### config.mk
export PLATFORM = sky130hd
export DESIGN_NAME = hw_int_ctrl
export DESIGN_NICKNAME = d
export VERILOG_FILES = /design/src/rtl/hw_int_pkg.sv /design/src/rtl/hw_int_ctrl_irq_sync_edge.sv /design/src/rtl/hw_int_ctrl.sv
export SDC_FILE = /design/constraint.sdc
export NUM_CORES = 1
export LEC_CHECK = 0
export CAP_MARGIN = 20
export CORE_ASPECT_RATIO = 0.6
export CORE_MARGIN = 2
export CORE_UTILIZATION = 39
export CTS_CLUSTER_SIZE = 40
export DETAILED_ROUTE_END_ITERATION = 7
export PLACE_DENSITY = 0.72
export SLEW_MARGIN = 20
export SYNTH_ARGS = -nofsm -noshare
export SYNTH_HDL_FRONTEND = slang
export SYNTH_SLANG_ARGS = --single-unit
export TNS_END_PERCENT = 30
### constraint.sdc
create_clock -name clk -period 1.5 [get_ports clk]
set_input_delay 0.15 -clock clk [delete_from_list [all_inputs] [get_ports clk]]
set_output_delay 0.15 -clock clk [all_outputs]
set_load 0.01 [all_outputs]
### src/rtl/hw_int_pkg.sv
// Shared definitions for the CP0 hardware interrupt controller: FSM encoding,
// MMIO register addresses and the priority helper.
package hw_int_pkg;

    typedef enum logic [1:0] {
        IDLE    = 2'd0,
        REQ     = 2'd1,
        SERVICE = 2'd2
    } hw_int_state_e;

    localparam logic [3:0] ADDR_ENABLE   = 4'd0;
    localparam logic [3:0] ADDR_MODE     = 4'd1;
    localparam logic [3:0] ADDR_PEND     = 4'd2;
    localparam logic [3:0] ADDR_STATUS   = 4'd3;
    localparam logic [3:0] ADDR_CNT_BASE = 4'd8;

    localparam logic [2:0] CUR_ID_NONE = 3'd7;

    // Highest set bit wins; an empty vector maps to CUR_ID_NONE.
    function automatic logic [2:0] hi_index(input logic [7:0] v);
        logic [2:0] idx;
        idx = CUR_ID_NONE;
        for (int i = 0; i < 8; i++) begin
            if (v[i]) idx = 3'(i);
        end
        return idx;
    endfunction

endpackage

### src/rtl/hw_int_ctrl_irq_sync_edge.sv
// Per-source synchroniser for an asynchronous interrupt line, plus the
// previous-value flop used to detect a rising edge.
module irq_sync_edge #(
    parameter int SYNC_STAGES = 2
) (
    input  logic clk,
    input  logic reset,
    input  logic irq,
    output logic sync,
    output logic rise
);

    logic [SYNC_STAGES-1:0] chain_q;
    logic                   prev_q;

    always_ff @(posedge clk or negedge reset) begin
        if (!reset) begin
            chain_q <= '0;
            prev_q  <= 1'b0;
        end else begin
            chain_q <= {chain_q[SYNC_STAGES-2:0], irq};
            prev_q  <= chain_q[SYNC_STAGES-1];
        end
    end

    assign sync = chain_q[SYNC_STAGES-1];
    assign rise = sync & ~prev_q;

endmodule

### src/rtl/hw_int_ctrl.sv
// Interrupt controller feeding CP0 HWInt: per-source edge/level pending, enable
// mask, take/ERET tracking and an MMIO register file. HW_INT_CNT_EN adds take counters.
module hw_int_ctrl
    import hw_int_pkg::*;
#(
    parameter int N_SRC       = 6,
    parameter int SYNC_STAGES = 2
) (
    input  logic             clk,
    input  logic             reset,
    input  logic [N_SRC-1:0] dev_irq,
    input  logic             int_taken,
    input  logic             eret,
    input  logic             cfg_we,
    input  logic [3:0]       cfg_addr,
    input  logic [31:0]      cfg_wdata,
    output logic [31:0]      cfg_rdata,
    output logic [N_SRC-1:0] HWInt,
    output logic [2:0]       cur_id
);

    logic [N_SRC-1:0] sync;
    logic [N_SRC-1:0] rise;
    logic [N_SRC-1:0] enable_q;
    logic [N_SRC-1:0] mode_q;
    logic [N_SRC-1:0] pend_edge_q;
    logic [N_SRC-1:0] pend;
    logic [N_SRC-1:0] act;
    logic [N_SRC-1:0] pend_clr;
    logic [N_SRC-1:0] hw_int_d;
    logic [2:0]       cur_id_d;
    logic [2:0]       sel;
    hw_int_state_e    state_q;
    hw_int_state_e    state_d;
    logic             cfg_wdata_unused;

    assign cfg_wdata_unused = ^cfg_wdata[31:N_SRC];

    for (genvar i = 0; i < N_SRC; i++) begin : g_src
        irq_sync_edge #(.SYNC_STAGES(SYNC_STAGES)) u_sync (
            .clk  (clk),
            .reset(reset),
            .irq  (dev_irq[i]),
            .sync (sync[i]),
            .rise (rise[i])
        );
    end

    assign pend_clr = (cfg_we && cfg_addr == ADDR_PEND) ? cfg_wdata[N_SRC-1:0] : '0;
    // Edge bits are sticky flops; level bits follow the synchronised line.
    assign pend     = (pend_edge_q & mode_q) | (sync & ~mode_q);
    assign act      = pend & enable_q;
    // HWInt is the registered act CP0 saw when it took the interrupt.
    assign sel      = (HWInt != '0) ? hi_index(8'(HWInt)) : hi_index(8'(act));

    always_ff @(posedge clk or negedge reset) begin
        if (!reset) begin
            enable_q    <= '0;
            mode_q      <= '0;
            pend_edge_q <= '0;
        end else begin
            if (cfg_we && cfg_addr == ADDR_ENABLE) enable_q <= cfg_wdata[N_SRC-1:0];
            if (cfg_we && cfg_addr == ADDR_MODE)   mode_q   <= cfg_wdata[N_SRC-1:0];
            // A new edge in the same cycle as a clear keeps the bit set.
            pend_edge_q <= ((pend_edge_q & ~pend_clr) | rise) & mode_q;
        end
    end

    always_ff @(posedge clk or negedge reset) begin
        if (!reset) begin
            state_q <= IDLE;
            HWInt   <= '0;
            cur_id  <= CUR_ID_NONE;
        end else begin
            state_q <= state_d;
            HWInt   <= hw_int_d;
            cur_id  <= cur_id_d;
        end
    end

    always_comb begin
        state_d  = state_q;
        hw_int_d = HWInt;
        cur_id_d = cur_id;
        case (state_q)
            IDLE: begin
                hw_int_d = '0;
                cur_id_d = CUR_ID_NONE;
                if (act != '0) state_d = REQ;
            end
            REQ: begin
                if (int_taken) begin
                    state_d  = SERVICE;
                    cur_id_d = sel;
                    hw_int_d = '0;
                end else if (act == '0) begin
                    state_d  = IDLE;
                    hw_int_d = '0;
                end else begin
                    hw_int_d = act;
                end
            end
            SERVICE: begin
                hw_int_d = '0;
                if (eret) begin
                    state_d  = IDLE;
                    cur_id_d = CUR_ID_NONE;
                end
            end
            default: begin
                state_d  = IDLE;
                hw_int_d = '0;
                cur_id_d = CUR_ID_NONE;
            end
        endcase
    end

`ifdef HW_INT_CNT_EN
    logic [15:0] cnt_q [N_SRC];
    logic        take;

    assign take = (state_q == REQ) && int_taken;

    // A clearing write in the same cycle as a take leaves the counter at 0.
    always_ff @(posedge clk or negedge reset) begin
        if (!reset) begin
            for (int i = 0; i < N_SRC; i++) cnt_q[i] <= '0;
        end else begin
            for (int i = 0; i < N_SRC; i++) begin
                if (cfg_we && cfg_addr == ADDR_CNT_BASE + 4'(i)) cnt_q[i] <= '0;
                else if (take && cur_id_d == 3'(i))             cnt_q[i] <= cnt_q[i] + 16'd1;
            end
        end
    end
`endif

    always_comb begin
        cfg_rdata = '0;
        case (cfg_addr)
            ADDR_ENABLE: cfg_rdata = 32'(enable_q);
            ADDR_MODE:   cfg_rdata = 32'(mode_q);
            ADDR_PEND:   cfg_rdata = 32'(pend);
            ADDR_STATUS: cfg_rdata = {27'b0, state_q, cur_id};
            default: begin
`ifdef HW_INT_CNT_EN
                for (int i = 0; i < N_SRC; i++) begin
                    if (cfg_addr == ADDR_CNT_BASE + 4'(i)) cfg_rdata = {16'b0, cnt_q[i]};
                end
`endif
            end
        endcase
    end

endmodule

# ---- Word-level counts from Yosys, hierarchy flattened
# Index checks and enable logic that the tools add are counted.
dict set report word_totals {
  elab_cells 84
  ff_bits 47
  input_bits 47
}
dict set report op_classes {
  n_bitwise 21
  n_reduce_logical 10
  eq_ne 9
  muxes 26
}
# op n
set ops {}
lappend ops {{3-bit 2-to-1 mux} 15}
lappend ops {{6-bit AND} 5}
lappend ops {{6-bit 2-to-1 mux} 4}
lappend ops {{6-bit one-hot mux with 4 select lines} 1}
lappend ops {{6-bit NOT} 2}
lappend ops {{6-bit bitwise OR} 2}
lappend ops {{6-bit nonzero test} 2}
lappend ops {{4-bit by 2-bit equality test with 1-bit output (second input constant)} 2}
lappend ops {{2-bit 2-to-1 mux} 4}
lappend ops {{1-bit AND} 6}
lappend ops {{6-bit zero test} 1}
lappend ops {{2-bit != test (second input constant)} 3}
lappend ops {{1-bit NOT} 6}
lappend ops {{2-bit one-hot mux with 3 select lines} 1}
lappend ops {{3-bit one-hot mux with 2 select lines} 1}
lappend ops {{4-bit by 1-bit equality test with 1-bit output (second input constant)} 1}
lappend ops {{4-bit zero test} 1}
lappend ops {{1-bit logical AND} 3}
lappend ops {{3-bit != test (second input constant)} 1}
lappend ops {{3-bit AND reduction} 1}
lappend ops {{2-bit by 1-bit equality test with 1-bit output (second input constant)} 1}
lappend ops {{2-bit equality test (second input constant)} 1}
lappend ops {{2-bit zero test} 1}
lappend ops {{2-bit AND reduction} 1}

# ---- Longest topological paths before layout
# Gate-level depths: netlist of run 1.
dict set report depth {
  ltp_word 13
  ltp_mapped 4
}

# ---- Hierarchy
# From an unflattened synthesis of run 1, not the netlist that was laid out.
dict set report hier_totals {
  hier_cells 183
  hier_area_um2 2264.7
}
# mod cells_per_inst instances area_each_um2
set by_module_without_submodules {}
lappend by_module_without_submodules {hw_int_ctrl 159 1 1731.7}
lappend by_module_without_submodules {irq_sync_edge 4 6 88.8}

# ---- Least setup slack after synthesis of run 1
# Ideal clock, no wire load.
dict set report synth_path {
  path_kind {reg2reg}
  from {register HWInt[2]}
  to {register cur_id[0]}
  period_less_slack_ns 1.461
  setup_slack_ns 0.039
  setup_ns 0.089
  n_path_buf 0
  arrival_ns 1.372
  stages_incl_launch_ff 5
  cell_sequence {dfrtp_1 -> or4_1 -> nor3_2 -> nor4_1 -> a211oi_1}
}
dict set report synth_via {
  elab_chain_len 7
  elab_cells_between_ends 8
}
# item line_no
set synth_lines {}
lappend synth_lines {{start: declaration} hw_int_ctrl.sv:18} ;# output logic [N_SRC-1:0] HWInt,
lappend synth_lines {{start signal: assignment} hw_int_ctrl.sv:76} ;# HWInt <= hw_int_d;
lappend synth_lines {{3-bit 2-to-1 mux (4 in a row)} hw_int_pkg.sv:24} ;# if (v[i]) idx = 3'(i);
lappend synth_lines {{3-bit 2-to-1 mux *} hw_int_ctrl.sv:54} ;# assign sel = (HWInt != '0) ? hi_index(8'(HWInt)) : hi_index(8'(act));
lappend synth_lines {{3-bit 2-to-1 mux *} hw_int_ctrl.sv:92} ;# if (int_taken) begin
lappend synth_lines {{3-bit one-hot mux with 2 select lines *} hw_int_ctrl.sv:85} ;# case (state_q)
lappend synth_lines {{end signal: assignment} hw_int_ctrl.sv:77} ;# cur_id <= cur_id_d;
lappend synth_lines {{end: declaration} hw_int_ctrl.sv:19} ;# output logic [2:0] cur_id
# Every way passes the cells marked *; elsewhere a longest branch is shown, timed or not. The select of a mux whose other input is x is not followed.
# A chain may end at the register's enable or synchronous reset.

# ---- Final worst setup path of run 1
dict set report layout_path {
  from {register mode_q[4]}
  to {output port cfg_rdata[4]}
}
dict set report layout_via {
  elab_chain_len 4
  elab_cells_between_ends 5
}
# item line_no
set layout_lines {}
lappend layout_lines {{start: declaration} hw_int_ctrl.sv:25} ;# logic [N_SRC-1:0] mode_q;
lappend layout_lines {{start signal: assignment} hw_int_ctrl.sv:63} ;# if (cfg_we && cfg_addr == ADDR_MODE) mode_q <= cfg_wdata[N_SRC-1:0];
lappend layout_lines {{6-bit NOT} hw_int_ctrl.sv:51} ;# assign pend = (pend_edge_q & mode_q) | (sync & ~mode_q);
lappend layout_lines {{6-bit AND} hw_int_ctrl.sv:51}
lappend layout_lines {{6-bit bitwise OR} hw_int_ctrl.sv:51}
lappend layout_lines {{6-bit one-hot mux with 4 select lines *} hw_int_ctrl.sv:139} ;# case (cfg_addr)
lappend layout_lines {{end: declaration} hw_int_ctrl.sv:17} ;# output logic [31:0] cfg_rdata,
# Every way passes the cells marked *; elsewhere a longest branch is shown, timed or not.

==> out/metrics.yaml, run 1 <==
io_pins: 88
postSynthCellCount: 187
vdd_drop_max_v: 0.0004348
gp_congestion: 0.8542
grt_max_degree: 34
rsz0062_at_grt: "true"
synth-seq-area-share_pct: 53.10
initial_core_util_pct: 40.08
die_x_um: 101.5
endpoint_kind: "output port"
pwr-share-comb_pct: 27.5
drive_gt1_share_pct: 31.15
core_um2: 5544
clockPowerShare_pct: 26.4
fin_ws_ns: -0.08009
grt_antenna_before_repair: 0
startpoint: "mode_q[4]"
power_w: 0.003515
cp.arrival_ns: 1.43
crit_fanout: 2
area.growth.synth_to_final_pct: 33.11
synth_edf_count: 0
rrSetupSlack_ns: -0.02
die_h_um: 62.47
fin_nets: 306
design_area_um2: 2958
min_delay_path_depth: 1
fp-row-count: 21
grt_pass1_vias: 1530
post-place-ws_ns: -0.7155
synth-seq-cells: 47
crit_type: "reg -> out"
p_sw_share_pct: 29.81
insertion_delay_ns: 0.30
holdWs_ns: 0.2795
hold_start: "dev_irq[4]"
grt_overflow: 0
drtPass1Iterations: 4
start_kind: "flop"
antenna_left: 0
yosysWarnings: 0
numCtsBuffers: 5
drt_iter0_markers: 75
hold_class: "in -> reg"
clock-sinks: 47
h-tree-depth: 2
path_buf_inv: 1
cpPeakStageDelay_ns: 0.40
rr_worst_depth: 4
switchingPower_w: 0.001048
synth.area.top_cells: "dfrtp_1 (50%), buf_4 (8.8%), mux2_2 (7.6%)"
status: "complete, but fails checks"
finClkSkew_ns: 0.002416
path_cells: "mux2_4, a22oi_2, nand2_1, buf_2"
vias: 1625
syn-cell-area_um2: 2222
synth.avg_cell_area_um2: 11.88
place_area_um2: 2796
slew_viol_final: 0
synth_top_flop_cell: "dfrtp_1"
worstReg2RegEnd: "cur_id[0]"
path_clk_slew_ns: 0.09
dp_hpwl_mm: 3.805
cp.required_ns: 1.35
pwr-share-seq_pct: 46.1
wire_per_inst_um: 14.65
remaining_drc_errors: 0
yosys.area.top_type_share_pct: 49.55
grt_usage_pct: 16.17
die_area_um2: 6338
cap_violations: 0
synth_cell_types: 40
crit_slowest_cell: "dfrtp_1"
port_buffers: 35
via_per_inst: 4.779
violations: "negative setup slack"
tritoncts: "done"
min_period_ns: 1.580
final_cells: 340
diodes: 0
crit_family: "flip-flops"
fmax_mhz: 632.9
p_leak_nw: 1.362
cts_root_buf: "clkbuf_8"
setup_violations: 4
async_flop_share_pct: 100.0
clk_path_buf_depth: 2
power.internal_w: 0.002467
yosysTopAreaCell: "dfrtp_1"
hold_viol: 0
power.density_nw_per_um2: 1188
timing.final.crit_share_pct: 105.3
dp.cells: 330
worst_r2r_startpoint: "HWInt[2]"
hold_path_end: "g_src[4].u_sync.chain_q[0]"
grt_pass1_wl_mm: 7.797
routed_wl_mm: 4.982
## synth_stat cells, types with 2 or more instances
master and instances:
a211oi_1 2, o22ai_1 2, nand2_1 8, nor3b_1 2
nor4b_4 2, nor2b_1 6, dfrtp_1 44, nand2b_1 4
mux2i_1 4, o211ai_1 4, inv_1 6, a21boi_0 6
mux2_2 15, nor3_1 6, a21oi_1 3, buf_4 26
o21a_1 6, nor2_1 9, a22oi_1 9, dfstp_2 3
## logic make-up after synthesis
| logic type | Yosys count | synth area share [%] |
|---|---|---|
| AOI/OAI and AO/OA | 39 | 12.78 |
| buffers and inverters | 32 | 9.797 |
| DFF | 47 | 53.10 |
| muxes | 19 | 9.403 |
| other | 1 | 0.1688 |
| and+or+nand+nor | 49 | 14.75 |
## state kept, by name, indices dropped and copies added, names as in the netlist
register and flops:
mode_q 6, enable_q 6, state_q 2, g_src.u_sync.prev_q 6
pend_edge_q 6, HWInt 6, cur_id 3, g_src.u_sync.chain_q 12
## cell usage in the layout, fill, tap and decap left out, types with 2 or more instances in the layout
| master | count |
|---|---|
| dlygate4sd2_1 | 4 |
| mux2_2 | 12 |
| nor3b_1 | 2 |
| nor3_1 | 6 |
| dfrtp_1 | 43 |
| a21oi_1 | 3 |
| dfstp_2 | 3 |
| a22oi_1 | 6 |
| inv_1 | 6 |
| buf_6 | 2 |
| o211ai_1 | 4 |
| a22oi_2 | 3 |
| clkdlybuf4s15_2 | 4 |
| o21a_1 | 6 |
| mux2i_1 | 4 |
| conb_1 | 26 |
| buf_2 | 6 |
| nor2_1 | 9 |
| a21boi_0 | 6 |
| nor2b_1 | 6 |
| clkdlybuf4s50_1 | 19 |
| clkbuf_8 | 5 |
| mux2_4 | 3 |
| nand2_1 | 8 |
| buf_4 | 28 |
| nor4b_4 | 2 |
| o22ai_1 | 2 |
| nand2b_1 | 4 |
## final cells by class
type / count / area (um2)
clock buffer: 5 / 68.82
clock inverter: 3 / 43.79
fill: 492 / 2586
inverter: 6 / 22.52
multi-input combinational: 133 / 965.9
sequential: 47 / 1181
tap: 80 / 100.1
timing repair buffer: 66 / 575.6
## metal layers
metal  global-route usage [%]  vias to the layer above  routed length (um)
li1                         -                      761                   -
met1                    25.45                      794                2484
met2                    21.77                       66                2115
met3                    4.586                        4                 360
met4                    3.547                        0                  22
met5                        0                        -                   0
## worst max-delay path by stage
stage,to,cells past startpoint
finish,cfg_rdata[4],4
global route,cfg_rdata[4],4
detailed placement,cfg_rdata[2],6
global placement,cfg_rdata[5],6
CTS,cfg_rdata[4],4
floorplan,cur_id[0],4
## power groups by stage
stage                     Sequential, W  Clock, W  Combinational, W
after global routing            0.00165   0.00101           0.00105
final                           0.00162  0.000929          0.000967
after CTS                       0.00162  0.000952          0.000943
after global placement          0.00162         0          0.000913
after floorplan                 0.00162         0          0.000499
after detailed placement        0.00163         0          0.000935
## stage by stage
stage / util, % / TNS (ns)
after global routing: 53.35 / -0.4347
after global placement: 50.44 / -11.56
final: 53.35 / -0.1428
after CTS: 52.90 / -0.2011
after floorplan: - / 0
after detailed placement: 50.44 / -12.17
## what timing repair did
action	in CTS	in global routing
endpoints found under the hold margin	12	0
resized for setup	50	6
buffers inserted	1	0
hold buffers	1	0
gates cloned	0	0
setup endpoints to repair	32	11
pin swaps	3	4
No activity file was read; power rests on OpenSTA's default activity.
==> inputs of run 2 (changes only) <==
- SLEW_MARGIN: 20 -> unset
==> results of run 2 <==
Final layout, timing and power as in run 1 (identical DEF).
==> inputs of run 3 (changes only) <==
- ABC_AREA: unset -> 0
- SYNTH_HIERARCHICAL: unset -> 1
==> out/metrics.yaml, run 3 <==
p_leak_nw: 1.428
cp.arrival_ns: 1.81
min_period_ns: 1.564
antenna_left: 0
numCtsBuffers: 5
grt_pass1_vias: 1630
cap_violations: 0
io_pins: 88
setup_violations: 6
timing.final.crit_share_pct: 104.3
yosysTopAreaCell: "dfrtp_1"
synth_top_flop_cell: "dfrtp_1"
power_w: 0.003365
path_clk_slew_ns: 0.09
diodes: 0
postSynthCellCount: 183
tritoncts: "done"
grt_max_degree: 33
crit_fanout: 2
route.met2.wl_mm: 2.067
die_x_um: 102.4
synth.avg_cell_area_um2: 12.38
synth-seq-area-share_pct: 52.10
gp_congestion: 0.8576
synth-seq-cells: 47
cts_root_buf: "clkbuf_8"
synth_edf_count: 0
port_buffers: 35
die_area_um2: 6452
endpoint_kind: "flop"
fin_nets: 307
finClkSkew_ns: 0.007889
core_um2: 5597
vias: 1571
fin_ws_ns: -0.06433
holdWs_ns: 0.2849
h-tree-depth: 2
hold_viol: 0
async_flop_share_pct: 100.0
wire_per_inst_um: 14.04
remaining_drc_errors: 0
drt_iter0_markers: 74
top_layer_used: "met4"
rsz0062_at_grt: "true"
final_cell_mix: "dfrtp_1 (42), buf_4 (35), conb_1 (26), clkdlybuf4s50_1 (19), mux2_2 (11)"
synth.area.top_cells: "dfrtp_1 (49%), buf_4 (8.6%), mux2_2 (7.0%)"
start_kind: "flop"
routed_wl_mm: 4.788
via_per_inst: 4.607
area.growth.synth_to_final_pct: 32.43
fill_cells: 491
clock-sinks: 47
drive_gt1_share_pct: 36.40
yosysWarnings: 6
hold_class: "in -> reg"
drtPass1Iterations: 4
slew_viol_final: 0
grt_antenna_before_repair: 0
synth_common_cells: "dfrtp_1 (44), buf_4 (26), mux2_2 (14), a22oi_1 (10), nand2_1 (10)"
clk_path_buf_depth: 2
syn-cell-area_um2: 2265
grt_overflow: 0
grt_pass1_wl_mm: 8.024
power.density_nw_per_um2: 1122
met3_length_um: 272
crit_type: "reg -> reg"
top_register: "g_src.u_sync/chain_q"
insertion_delay_ns: 0.30
post-place-ws_ns: -0.6886
cp.required_ns: 1.74
yosys.area.top_type_share_pct: 48.62
status: "complete, but fails checks"
multi_input_area_um2: 1015
grt_usage_pct: 16.50
initial_core_util_pct: 40.47
regArea_um2: 1182
synth_most_common_cell: "dfrtp_1"
vdd_drop_max_v: 0.0004475
postLayoutCoreUtil_pct: 53.59
fmax_mhz: 639.3
fp-row-count: 21
met1_length_mm: 2.411
final_common_cell: "dfrtp_1"
violations: "negative setup slack"
die_h_um: 63.03
largest_reg_flops: 12
dp_hpwl_mm: 3.654
synth_cell_types: 43
[run 3: cell families (layout without fill, tap and decap cells)]
logic type,Yosys count,count (layout),share of synthesized area [%]
compound gates,39,39,13.70
other cells,1,26,0.1656
flops,47,47,52.10
mux,19,19,9.447
simple gates,46,46,15.14
buf+inv,31,84,9.447
[run 3: final timing paths]
check | startpoint | to | slack [ns] | cells after the start
hold / removal | dev_irq[5] | g_src[5].u_sync/chain_q[0] | 0.28 | 1
hold reg to reg | g_src[5].u_sync/chain_q[0] | g_src[5].u_sync/chain_q[1] | 0.35 | 0
setup reg to reg | HWInt[0] | cur_id[1] | -0.06 | 4
min in group asynchronous | reset | state_q[0] | 0.31 | 2
max in group asynchronous | reset | g_src[1].u_sync/chain_q[0] | 0.69 | 3
setup / recovery | HWInt[0] | cur_id[1] | -0.06 | 4
[run 3: stage by stage]
step	std cells	TNS (ns)	instance area, um2
floorplan	208	0	2359
global placement	324	-10.98	2828
detailed placement	324	-12.15	2828
CTS	341	-0.2148	2982
global route	341	-0.6222	2999
finish	341	-0.1826	2999
[run 3: what timing repair did]
action / CTS / global route
endpoints found under the setup margin: 29 / 11
hold buffers: 1 / 0
buffers inserted: 8 / 0
hold endpoints to repair: 12 / 0
pin swaps: 5 / 1
gates resized for setup: 52 / 7
[run 3: layout make-up]
type / instances / share of cell area, %
multi-input combinational: 130 / 33.83
inverter: 4 / 0.5006
sequential: 47 / 39.42
timing repair buffer: 72 / 20.07
tap: 80 / 3.338
clock buffer: 6 / 2.420
clock inverter: 2 / 0.4172
[run 3: critical path, cell delays in order, from the launching register on]
cell and delay (ns):
dfrtp_1 0.39, or4_4 0.57, nor3_4 0.22, o311a_1 0.20, o32a_1 0.14
[run 3: routing by layer]
| metal | up-vias | track usage, % |
|---|---|---|
| li1 | 759 | - |
| met1 | 759 | 24.50 |
| met4 | 0 | 3.833 |
| met3 | 6 | 4.474 |
| met2 | 47 | 24.01 |
| met5 | - | 0 |
[run 3: power by group]
group | total [W] | switching [W] | leakage [nW] | internal, W
clock | 0.000743 | 0.000417 | 0.0412 | 0.000326
sequential | 0.00163 | 0.000168 | 0.575 | 0.00146
combinational | 0.000994 | 0.000434 | 0.812 | 0.000559
